**src/rtl/hamming_uart_pkg.sv**
```systemverilog
// hamming_uart_pkg: shared state type, frame constant and Hamming(7,4)/SECDED encoder
package hamming_uart_pkg;

    localparam int UART_DATA_BITS = 8;

    typedef enum logic [1:0] {IDLE, START, DATA, STOP} uart_state_e;

    // code[6:0] = {d3, d2, d1, p4, d0, p2, p1}; bit 7 is overall parity only in SECDED mode
    function automatic logic [7:0] hamming74_encode(input logic [3:0] d, input logic secded);
        logic [6:0] c;
        c = {d[3], d[2], d[1], d[1] ^ d[2] ^ d[3], d[0], d[0] ^ d[2] ^ d[3], d[0] ^ d[1] ^ d[3]};
        return {secded & (^c), c};
    endfunction

endpackage

```
**src/rtl/sync_fifo.sv**
```systemverilog
// sync_fifo: first-word fall-through FIFO with occupancy count
module sync_fifo #(
    parameter int WIDTH = 8,
    parameter int DEPTH = 4
) (
    input  logic                       clk,
    input  logic                       rst_n,
    input  logic                       wr_en,
    input  logic [WIDTH-1:0]           wr_data,
    input  logic                       rd_en,
    output logic [WIDTH-1:0]           rd_data,
    output logic                       full,
    output logic                       empty,
    output logic [$clog2(DEPTH+1)-1:0] count
);

    localparam int AW = $clog2(DEPTH);
    localparam int CW = $clog2(DEPTH + 1);

    logic [WIDTH-1:0] mem_q [DEPTH];
    logic [AW-1:0]    wr_ptr_q, wr_ptr_d, rd_ptr_q, rd_ptr_d;
    logic [CW-1:0]    count_q, count_d;
    logic             do_wr, do_rd;

    assign full    = count_q == CW'(DEPTH);
    assign empty   = count_q == '0;
    assign do_wr   = wr_en && !full;
    assign do_rd   = rd_en && !empty;
    assign rd_data = mem_q[rd_ptr_q];
    assign count   = count_q;

    // pointers wrap naturally because DEPTH is a power of two
    always_comb begin
        wr_ptr_d = do_wr ? wr_ptr_q + 1'b1 : wr_ptr_q;
        rd_ptr_d = do_rd ? rd_ptr_q + 1'b1 : rd_ptr_q;
        count_d  = count_q + CW'(do_wr) - CW'(do_rd);
    end

    // storage needs no reset; only pointers and count define validity
    always_ff @(posedge clk) begin
        if (do_wr) mem_q[wr_ptr_q] <= wr_data;
    end

    // pointer and occupancy registers
    always_ff @(posedge clk or negedge rst_n) begin
        if (!rst_n) begin
            wr_ptr_q <= '0;
            rd_ptr_q <= '0;
            count_q  <= '0;
        end else begin
            wr_ptr_q <= wr_ptr_d;
            rd_ptr_q <= rd_ptr_d;
            count_q  <= count_d;
        end
    end

endmodule

```
**src/rtl/hamming_uart_tx_fifo.sv**
```systemverilog
// hamming_uart_tx_fifo: Hamming-encodes nibbles, queues them and sends back-to-back UART frames
module hamming_uart_tx_fifo
    import hamming_uart_pkg::*;
#(
    parameter int DEPTH        = 4,
    parameter int CLKS_PER_BIT = 16,
    parameter int STOP_BITS    = 1,
    parameter int SECDED       = 0
) (
    input  logic                       clk,
    input  logic                       rst_n,
    input  logic                       in_valid,
    output logic                       in_ready,
    input  logic [3:0]                 in_data,
    output logic                       tx,
    output logic                       tx_busy,
    output logic [$clog2(DEPTH+1)-1:0] fifo_count
);

    localparam int BW = $clog2(CLKS_PER_BIT);

    uart_state_e               state_q, state_d;
    logic [BW-1:0]             baud_q, baud_d;
    logic [2:0]                bit_q, bit_d;
    logic [UART_DATA_BITS-1:0] shift_q, shift_d;
    logic                      tx_q, tx_d;
    logic [7:0]                code, rd_data;
    logic                      full, empty, pop, baud_last, stop_last;

    assign code      = hamming74_encode(in_data, SECDED != 0);
    assign in_ready  = !full;
    assign baud_last = baud_q == BW'(CLKS_PER_BIT - 1);
    assign stop_last = state_q == STOP && baud_last && bit_q == 3'(STOP_BITS - 1);
    assign pop       = !empty && (state_q == IDLE || stop_last);
    assign tx        = tx_q;
    assign tx_busy   = state_q != IDLE;

    sync_fifo #(.WIDTH(8), .DEPTH(DEPTH)) u_fifo (
        .clk     (clk),
        .rst_n   (rst_n),
        .wr_en   (in_valid && !full),
        .wr_data (code),
        .rd_en   (pop),
        .rd_data (rd_data),
        .full    (full),
        .empty   (empty),
        .count   (fifo_count)
    );

    // next-state logic; a pop overrides everything so the next frame starts with no idle gap
    always_comb begin
        state_d = state_q;
        baud_d  = baud_last ? '0 : baud_q + 1'b1;
        bit_d   = bit_q;
        shift_d = shift_q;
        tx_d    = tx_q;
        unique case (state_q)
            IDLE: baud_d = '0;
            START: if (baud_last) begin
                state_d = DATA;
                bit_d   = '0;
                tx_d    = shift_q[0];
            end
            DATA: if (baud_last) begin
                bit_d   = bit_q + 1'b1;
                shift_d = shift_q >> 1;
                tx_d    = shift_q[1];
                if (bit_q == 3'(UART_DATA_BITS - 1)) begin
                    state_d = STOP;
                    bit_d   = '0;
                    tx_d    = 1'b1;
                end
            end
            STOP: if (baud_last) begin
                bit_d = bit_q + 1'b1;
                if (bit_q == 3'(STOP_BITS - 1)) begin
                    state_d = IDLE;
                    tx_d    = 1'b1;
                end
            end
            default: ;
        endcase
        if (pop) begin
            state_d = START;
            baud_d  = '0;
            bit_d   = '0;
            shift_d = rd_data;
            tx_d    = 1'b0;
        end
    end

    // transmitter state, counters and registered line output
    always_ff @(posedge clk or negedge rst_n) begin
        if (!rst_n) begin
            state_q <= IDLE;
            baud_q  <= '0;
            bit_q   <= '0;
            shift_q <= '0;
            tx_q    <= 1'b1;
        end else begin
            state_q <= state_d;
            baud_q  <= baud_d;
            bit_q   <= bit_d;
            shift_q <= shift_d;
            tx_q    <= tx_d;
        end
    end

endmodule

```
**config.mk**
```make
export PLATFORM = sky130hd
export DESIGN_NAME = hamming_uart_tx_fifo
export DESIGN_NICKNAME = d
export VERILOG_FILES = /design/src/rtl/hamming_uart_pkg.sv /design/src/rtl/sync_fifo.sv /design/src/rtl/hamming_uart_tx_fifo.sv
export SDC_FILE = /design/constraint.sdc
export NUM_CORES = 1
export LEC_CHECK = 0
export BUFFER_PORTS_ARGS = -buffer_cell sky130_fd_sc_hd__buf_2
export CELL_PAD_IN_SITES_DETAIL_PLACEMENT = 0
export CELL_PAD_IN_SITES_GLOBAL_PLACEMENT = 2
export CORE_MARGIN = 8
export CORE_UTILIZATION = 47
export DETAILED_ROUTE_END_ITERATION = 8
export GPL_ROUTABILITY_DRIVEN = 0
export GPL_TIMING_DRIVEN = 0
export PLACE_DENSITY = 0.87
export SLEW_MARGIN = 20
export SYNTH_ARGS = -nofsm -noshare
export SYNTH_HDL_FRONTEND = slang
export SYNTH_SLANG_ARGS = --single-unit
export TNS_END_PERCENT = 10
```
**constraint.sdc**
```tcl
create_clock -name clk -period 5.81 [get_ports clk]
set_input_delay 0.8715 -clock clk [delete_from_list [all_inputs] [get_ports clk]]
set_output_delay 0.8715 -clock clk [all_outputs]
set_load 0.005 [all_outputs]
```
==> results.toml, run 1 <==
[logic_synthesis]
yosysMostFrequentCell = "edfxtp_1"
syn-num-nets = 190
synth_seq_cells = 52
yosysTopAreaCell = "edfxtp_1"
syn_area_per_cell_um2 = 14.43
synthDistinctLibCells = 44
async_flop_share = 0.4615
netlist_area_um2 = 2481
synth_top_family_by_area = "multiplexers"
yosys-top-cells-area = "edfxtp_1 (34%), dfrtp_1 (23%), mux4_2 (6.4%), ha_1 (5.0%), xnor2_1 (3.9%)"
muxShareOfSynthArea = 0.1135
synthXorXnorAreaFrac = 0.04236
syn_inst = 172
yosys-top-cells-count = "edfxtp_1 (28), dfrtp_1 (23), nor2_1 (12)"
synthAdderAreaFrac = 0.05850
synth-edff-count = 28
synth_top_area_frac = 0.3389
ys_seq_area_frac = 0.5814
synth_ff_type = "edfxtp_1"
synth_compound_area_frac = 0.08371
synth_warnings = 0
yosys.area_share.simple = 0.08422

[critical_path]
crit_slowest_cell = "dfrtp_1"
reg2reg_depth = 12
cp.arrival_ns = 3.04
criticalPathCategory = "reg -> reg"
cp.depth = 12
cp_data_required_time_ns = 6.00
crit_top_cell = "inv_1"
crit_path_start_kind = "flip-flop"
cp_cell_sequence = "or3_1, clkbuf_1, buf_2, nand2_1, inv_1, ha_1, inv_1, ha_1, inv_1, fa_1, xnor2_1, xnor2_1"
crit_buf_inv = 5
crit_path_max_fanout = 10
max_stage_delay_ns = 0.49
cpLargestDelayFamily = "adder cells"
cp-end-kind = "flip-flop"

[global_route]
grt_pass1_wl_um = 7224
grt_overflow = 0
grt_busiest_layer = "met2"
antenna_found_initial = 0
first_global_vias = 1525
track_usage = 0.1205
met2_usage = 0.2116
use_met3 = 0.03064
grt_max_degree = 25
use_met1 = 0.1359

[drt]
post-route-drc-count = 0
routedWlPerCell_um = 16.36
dr.pass1.iters = 4
num_vias = 1411
routed_wl_um = 4287
ant_nets = 0
routed_via_density = 5.385
drtIter0Drc = 83

[pwr]
leakage_uw = 0.001105
vdd_drop_max_mv = 0.2454
power.total_uw = 1335
powerDensity_nw_per_um2 = 485.9

[timing]
fin_crit_sh = 0.4890
max_freq_ghz = 0.3520
setup_viol = 0
holdWs_ns = 0.4766
maxSlewHeadroom = 0.6264
slew_viol_final = 0
worstMarginPinSlew_ns = 0.5604
rsz0062_at_grt = "no"
finalHoldViolCount = 0
fin_crit_ns = 2.841
clock_skew_ns = 0.007556
tns_ns = 0

[final_layout]
fin_area_um2 = 2748
drive_above_1_share = 0.2552
layout.nets = 209
fin_util = 0.5380
area_growth_syn_to_layout_pct = 10.74
n_antenna_cell = 0

[floorplan]
die_y_um = 88.66
dieWidth_um = 88.66
core_um2 = 5107
rows = 26
dieArea_um2 = 7860
io_pins = 13
start_util = 0.4858

[worst_hold_path]
worst_hold_path.num_cells = 1
holdCritPathClass = "reg -> reg"

[clock_network]
cts.htree.levels = 2
path_clk_slew_ns = 0.10
cts_made_buffers = 5
clockBufferDepth = 2
cts_sinks = 52
cts_tree = "done"
cts_resized = 0
insertion_delay_ns = 0.31
cts_hold_buffers = 0
cts_root_buf = "clkbuf_8"
postCtsSetupBuffers = 0

[run_status]
status = "finished, final reports clean"

[placement]
postPlaceCellArea_um2 = 2629
io_buffers = 12
dp.final_hpwl_um = 3061

[run]
maxCapViolCount = 0
## per-stage QoR
step / cells / worst slack (ns)
after floorplan: 172 / 3.253
after global placement: 254 / 3.010
after detailed placement: 254 / 2.953
after CTS: 262 / 2.926
after global routing: 262 / 2.716
final: 262 / 2.969
## flip-flops by register name, summed over array words and instances (netlist names)
signal           count
u_fifo.wr_ptr_q      2
u_fifo.rd_ptr_q      2
baud_q               4
shift_q              7
state_q              2
u_fifo.count         3
tx                   1
bit_q                3
u_fifo.mem_q        28
## cells in the final DEF, fill, tap and decap left out, types with 2 or more instances in the layout
cell type and count:
a21boi_0 5, buf_2 16, xnor2_1 11, edfxtp_1 28, and3_1 5, o2bb2ai_1 2
nand2_1 3, a221oi_1 2, a211oi_1 2, clkbuf_8 6, mux2_2 3, mux4_2 7
dfrtp_1 23, a32o_1 6, inv_1 10, mux2_4 6, nand3_1 4, nor2_1 12
ha_1 10, a21oi_1 3, or3_1 2
## layer usage
metal / wire [um] / vias to the layer above
li1: - / 670
met1: 1863 / 707
met2: 2205 / 29
met3: 177 / 5
met4: 40 / 0
met5: 0 / -
## cell type report
cell class | instances | area [um2]
buffer | 8 | 48.80
clock buffer | 5 | 68.82
clock inverter | 3 | 50.05
fill | 445 | 2360
inverter | 11 | 41.29
multi-input combinational | 101 | 948.4
sequential | 52 | 1443
tap | 70 | 87.58
timing repair buffer | 12 | 60.06
## logic make-up after synthesis
kind of cell / count (synthesis)
flops: 52
simple gates: 36
mux: 16
fa+ha+maj: 11
buf+inv: 19
xor+xnor: 12
compound gates: 26
## power breakdown
part / internal (uW) / leakage [uW] / switching [uW] / total, uW
sequential: 511 / 0.000550 / 72.9 / 584
clock: 133 / 0.0000607 / 126 / 259
combinational: 242 / 0.000495 / 249 / 492
total: 886 / 0.00111 / 449 / 1340
## worst reg2reg max path: cells and delay by family (launching register included)
kind	cells	cell delay [ns]
buffers and inverters	5	0.65
XOR/XNOR	2	0.27
AND/OR/NAND/NOR	2	0.54
adder cells (fa/ha/maj)	3	0.79
flip-flops	1	0.49
## final timing paths
path                                      startpoint                         to  slack (ns)
setup / recovery           u_fifo.count[1]$_DFF_PN0_  u_fifo.count[2]$_DFF_PN0_        2.97
hold / removal                   baud_q[0]$_DFF_PN0_        baud_q[0]$_DFF_PN0_        0.48
setup reg to reg           u_fifo.count[1]$_DFF_PN0_  u_fifo.count[2]$_DFF_PN0_        2.97
hold reg to reg                  baud_q[0]$_DFF_PN0_        baud_q[0]$_DFF_PN0_        0.48
max in group asynchronous                      rst_n  u_fifo.count[0]$_DFF_PN0_        4.89
min in group asynchronous                      rst_n     state_q[1]$_DFFE_PN0P_        0.54
(Power assumes the default switching activity.)
==> inputs of run 2 (changes only) <==
ABC_AREA = 1   (was not set)
CORE_UTILIZATION = 38   (was 47)
PLACE_DENSITY = 0.82   (was 0.87)
clock period = 2.8 ns   (was 5.81 ns; I/O delays follow)
==> run 2 against run 1 <==
Compared with the run above: global-route usage is 1.1 points lower; cell area is 4.4% higher; routed wire length is 10% higher; synthesized area is 5.8% higher; hold slack worse by 0.37 ns; clock-buffer cell count is 1 higher; critical path depth is 2 higher; sequential share of layout area is 2.2 points lower; utilization is 11 points lower; die area is 25% higher; combinational power is 32% lower; register-to-register slack worse by 2.7 ns; largest cell class unchanged.
==> results.toml, run 2 <==
[run_status]
status = "finished, final reports clean"

[clock_network]
cts_sinks = 52
cts_tree = "done"
cts_hold_buffers = 0
path_clk_slew_ns = 0.10
cts_resized = 0
insertion_delay_ns = 0.30
clockBufferDepth = 2
cts_made_buffers = 5
postCtsSetupBuffers = 0
cts_root_buf = "clkbuf_8"
cts.htree.levels = 2

[critical_path]
crit_path_max_fanout = 7
cp_data_required_time_ns = 3.00
criticalPathCategory = "reg -> reg"
crit_path_start_kind = "flip-flop"
cp-end-kind = "flip-flop"
cp.arrival_ns = 2.74

[pwr]
powerDensity_nw_per_um2 = 610.8
leakage_uw = 0.001403
vdd_drop_max_mv = 0.3249

[drt]
post-route-drc-count = 0
ant_nets = 0
drtIter0Drc = 63
dr.pass1.iters = 4
routedWlPerCell_um = 12.33
num_vias = 1721
routed_via_density = 4.482
routed_wl_um = 4736

[logic_synthesis]
syn-num-nets = 302
yosys-top-cells-count = "nand2_1 (75), inv_1 (48), edfxtp_1 (28)"
ys_seq_area_frac = 0.5496
synth_top_area_frac = 0.3203
synthDistinctLibCells = 32
syn_area_per_cell_um2 = 9.243
yosys-top-cells-area = "edfxtp_1 (32%), dfrtp_1 (22%), nand2_1 (11%), inv_1 (6.9%), nand3_1 (5.0%)"
async_flop_share = 0.4615
synth-edff-count = 28
yosysTopAreaCell = "edfxtp_1"
synth_ff_type = "edfxtp_1"
yosysMostFrequentCell = "nand2_1"
netlist_area_um2 = 2625
synth_seq_cells = 52
syn_inst = 284
synth_warnings = 0

[worst_hold_path]
holdCritPathClass = "in -> async"

[final_layout]
drive_above_1_share = 0.1250
layout.nets = 321
final_cells = 384
top_register = "u_fifo.mem_q"
fin_area_um2 = 2869
final_common_cell = "nand2_1"
area_growth_syn_to_layout_pct = 9.294
largest_register_ffs = 28
n_antenna_cell = 0
most-common-layout-cells = "nand2_1 (75), inv_1 (48), edfxtp_1 (28)"
reg_top3 = "u_fifo.mem_q x28, shift_q x7, baud_q x4"

[placement]
io_buffers = 12
dp_cells = 376
dp.final_hpwl_um = 3482
postPlaceCellArea_um2 = 2785

[global_route]
track_usage = 0.1091
grt_overflow = 0
antenna_found_initial = 0
grt_pass1_wl_um = 8576
grt_max_degree = 25
first_global_vias = 1821

[floorplan]
die_y_um = 99.12
dieWidth_um = 99.12
start_util = 0.3885
dieArea_um2 = 9824
core_um2 = 6756
io_pins = 13
rows = 30

[timing]
max_freq_ghz = 0.3928
slew_viol_final = 0
maxSlewHeadroom = 0.5876
rsz0062_at_grt = "no"
worstMarginPinSlew_ns = 0.6163
setup_viol = 0
fin_crit_ns = 2.546
finalHoldViolCount = 0
tns_ns = 0
fin_crit_sh = 0.9093
clock_skew_ns = 0.005903

[run]
maxCapViolCount = 0
## run 2: worst max-delay path, stage by stage (launching register included)
cell and delay, ns:
dfrtp_1 0.41, ha_1 0.23, nand3_1 0.15, inv_1 0.07, nand2_2 0.09, nand2_4 0.09, nand2_4 0.10, inv_1 0.12
ha_1 0.28, inv_1 0.06, ha_1 0.13, inv_1 0.05, fa_1 0.38, xnor2_1 0.14, xor2_1 0.14
## run 2: path summary, 6_finish.rpt
path	from	end	slack, ns	cells past startpoint
worst min-delay path	rst_n	bit_q[2]$_DFFE_PN0P_	0.10	1
worst min register to register	baud_q[0]$_DFF_PN0_	baud_q[0]$_DFF_PN0_	0.47	1
max in group asynchronous	rst_n	u_fifo.rd_ptr_q[1]$_DFFE_PN0P_	2.31	1
min in group clk	in_data[1]	u_fifo.mem_q[0][4]$_DFFE_PP_	0.35	1
worst max register to register	baud_q[0]$_DFF_PN0_	u_fifo.count[2]$_DFF_PN0_	0.25	14
worst max-delay path	baud_q[0]$_DFF_PN0_	u_fifo.count[2]$_DFF_PN0_	0.25	14
## run 2: stage by stage
step	worst slack (ns)	hold WS (ns)	power, uW	util
after floorplan	0.4767	0.1244	1243	-
after global placement	0.2693	0.4447	1353	0.4122
after detailed placement	0.2525	0.4527	1361	0.4122
after CTS	0.2338	0.1159	1783	0.4246
after global routing	0.001699	0.1273	1883	0.4246
final	0.2540	0.1035	1752	0.4246
## run 2: metal layers
layer,up-vias,routed length (um),track usage
met5,-,0,0
met4,0,75,0.04191
met3,6,103,0.02584
met2,13,2221,0.1835
met1,766,2336,0.1322
li1,936,-,-
## run 2: final cells by class
class / count / area [um2]
clock inverter: 2 / 11.26
sequential: 52 / 1443
timing repair buffer: 12 / 60.06
multi-input combinational: 174 / 938.4
tap: 80 / 100.1
clock buffer: 6 / 72.57
fill: 686 / 3887
inverter: 50 / 187.7
buffer: 8 / 56.30
## run 2: cells by family (layout without fill, tap and decap cells)
logic type | count (synthesis) | count (layout) | share of synthesized area
AND/OR/NAND/NOR | 132 | 132 | 0.2197
buffers and inverters | 58 | 78 | 0.09294
flip-flops | 52 | 52 | 0.5496
AO/OA/AOI/OAI | 22 | 22 | 0.05243
adder cells (fa/ha/maj) | 11 | 11 | 0.05529
XOR/XNOR | 9 | 9 | 0.03003
## run 2: where the power goes
group          switching, uW  internal [uW]  total (uW)
clock network            246            174         420
registers               52.9            944         997
logic                    216            119         335
total                    515           1240        1750
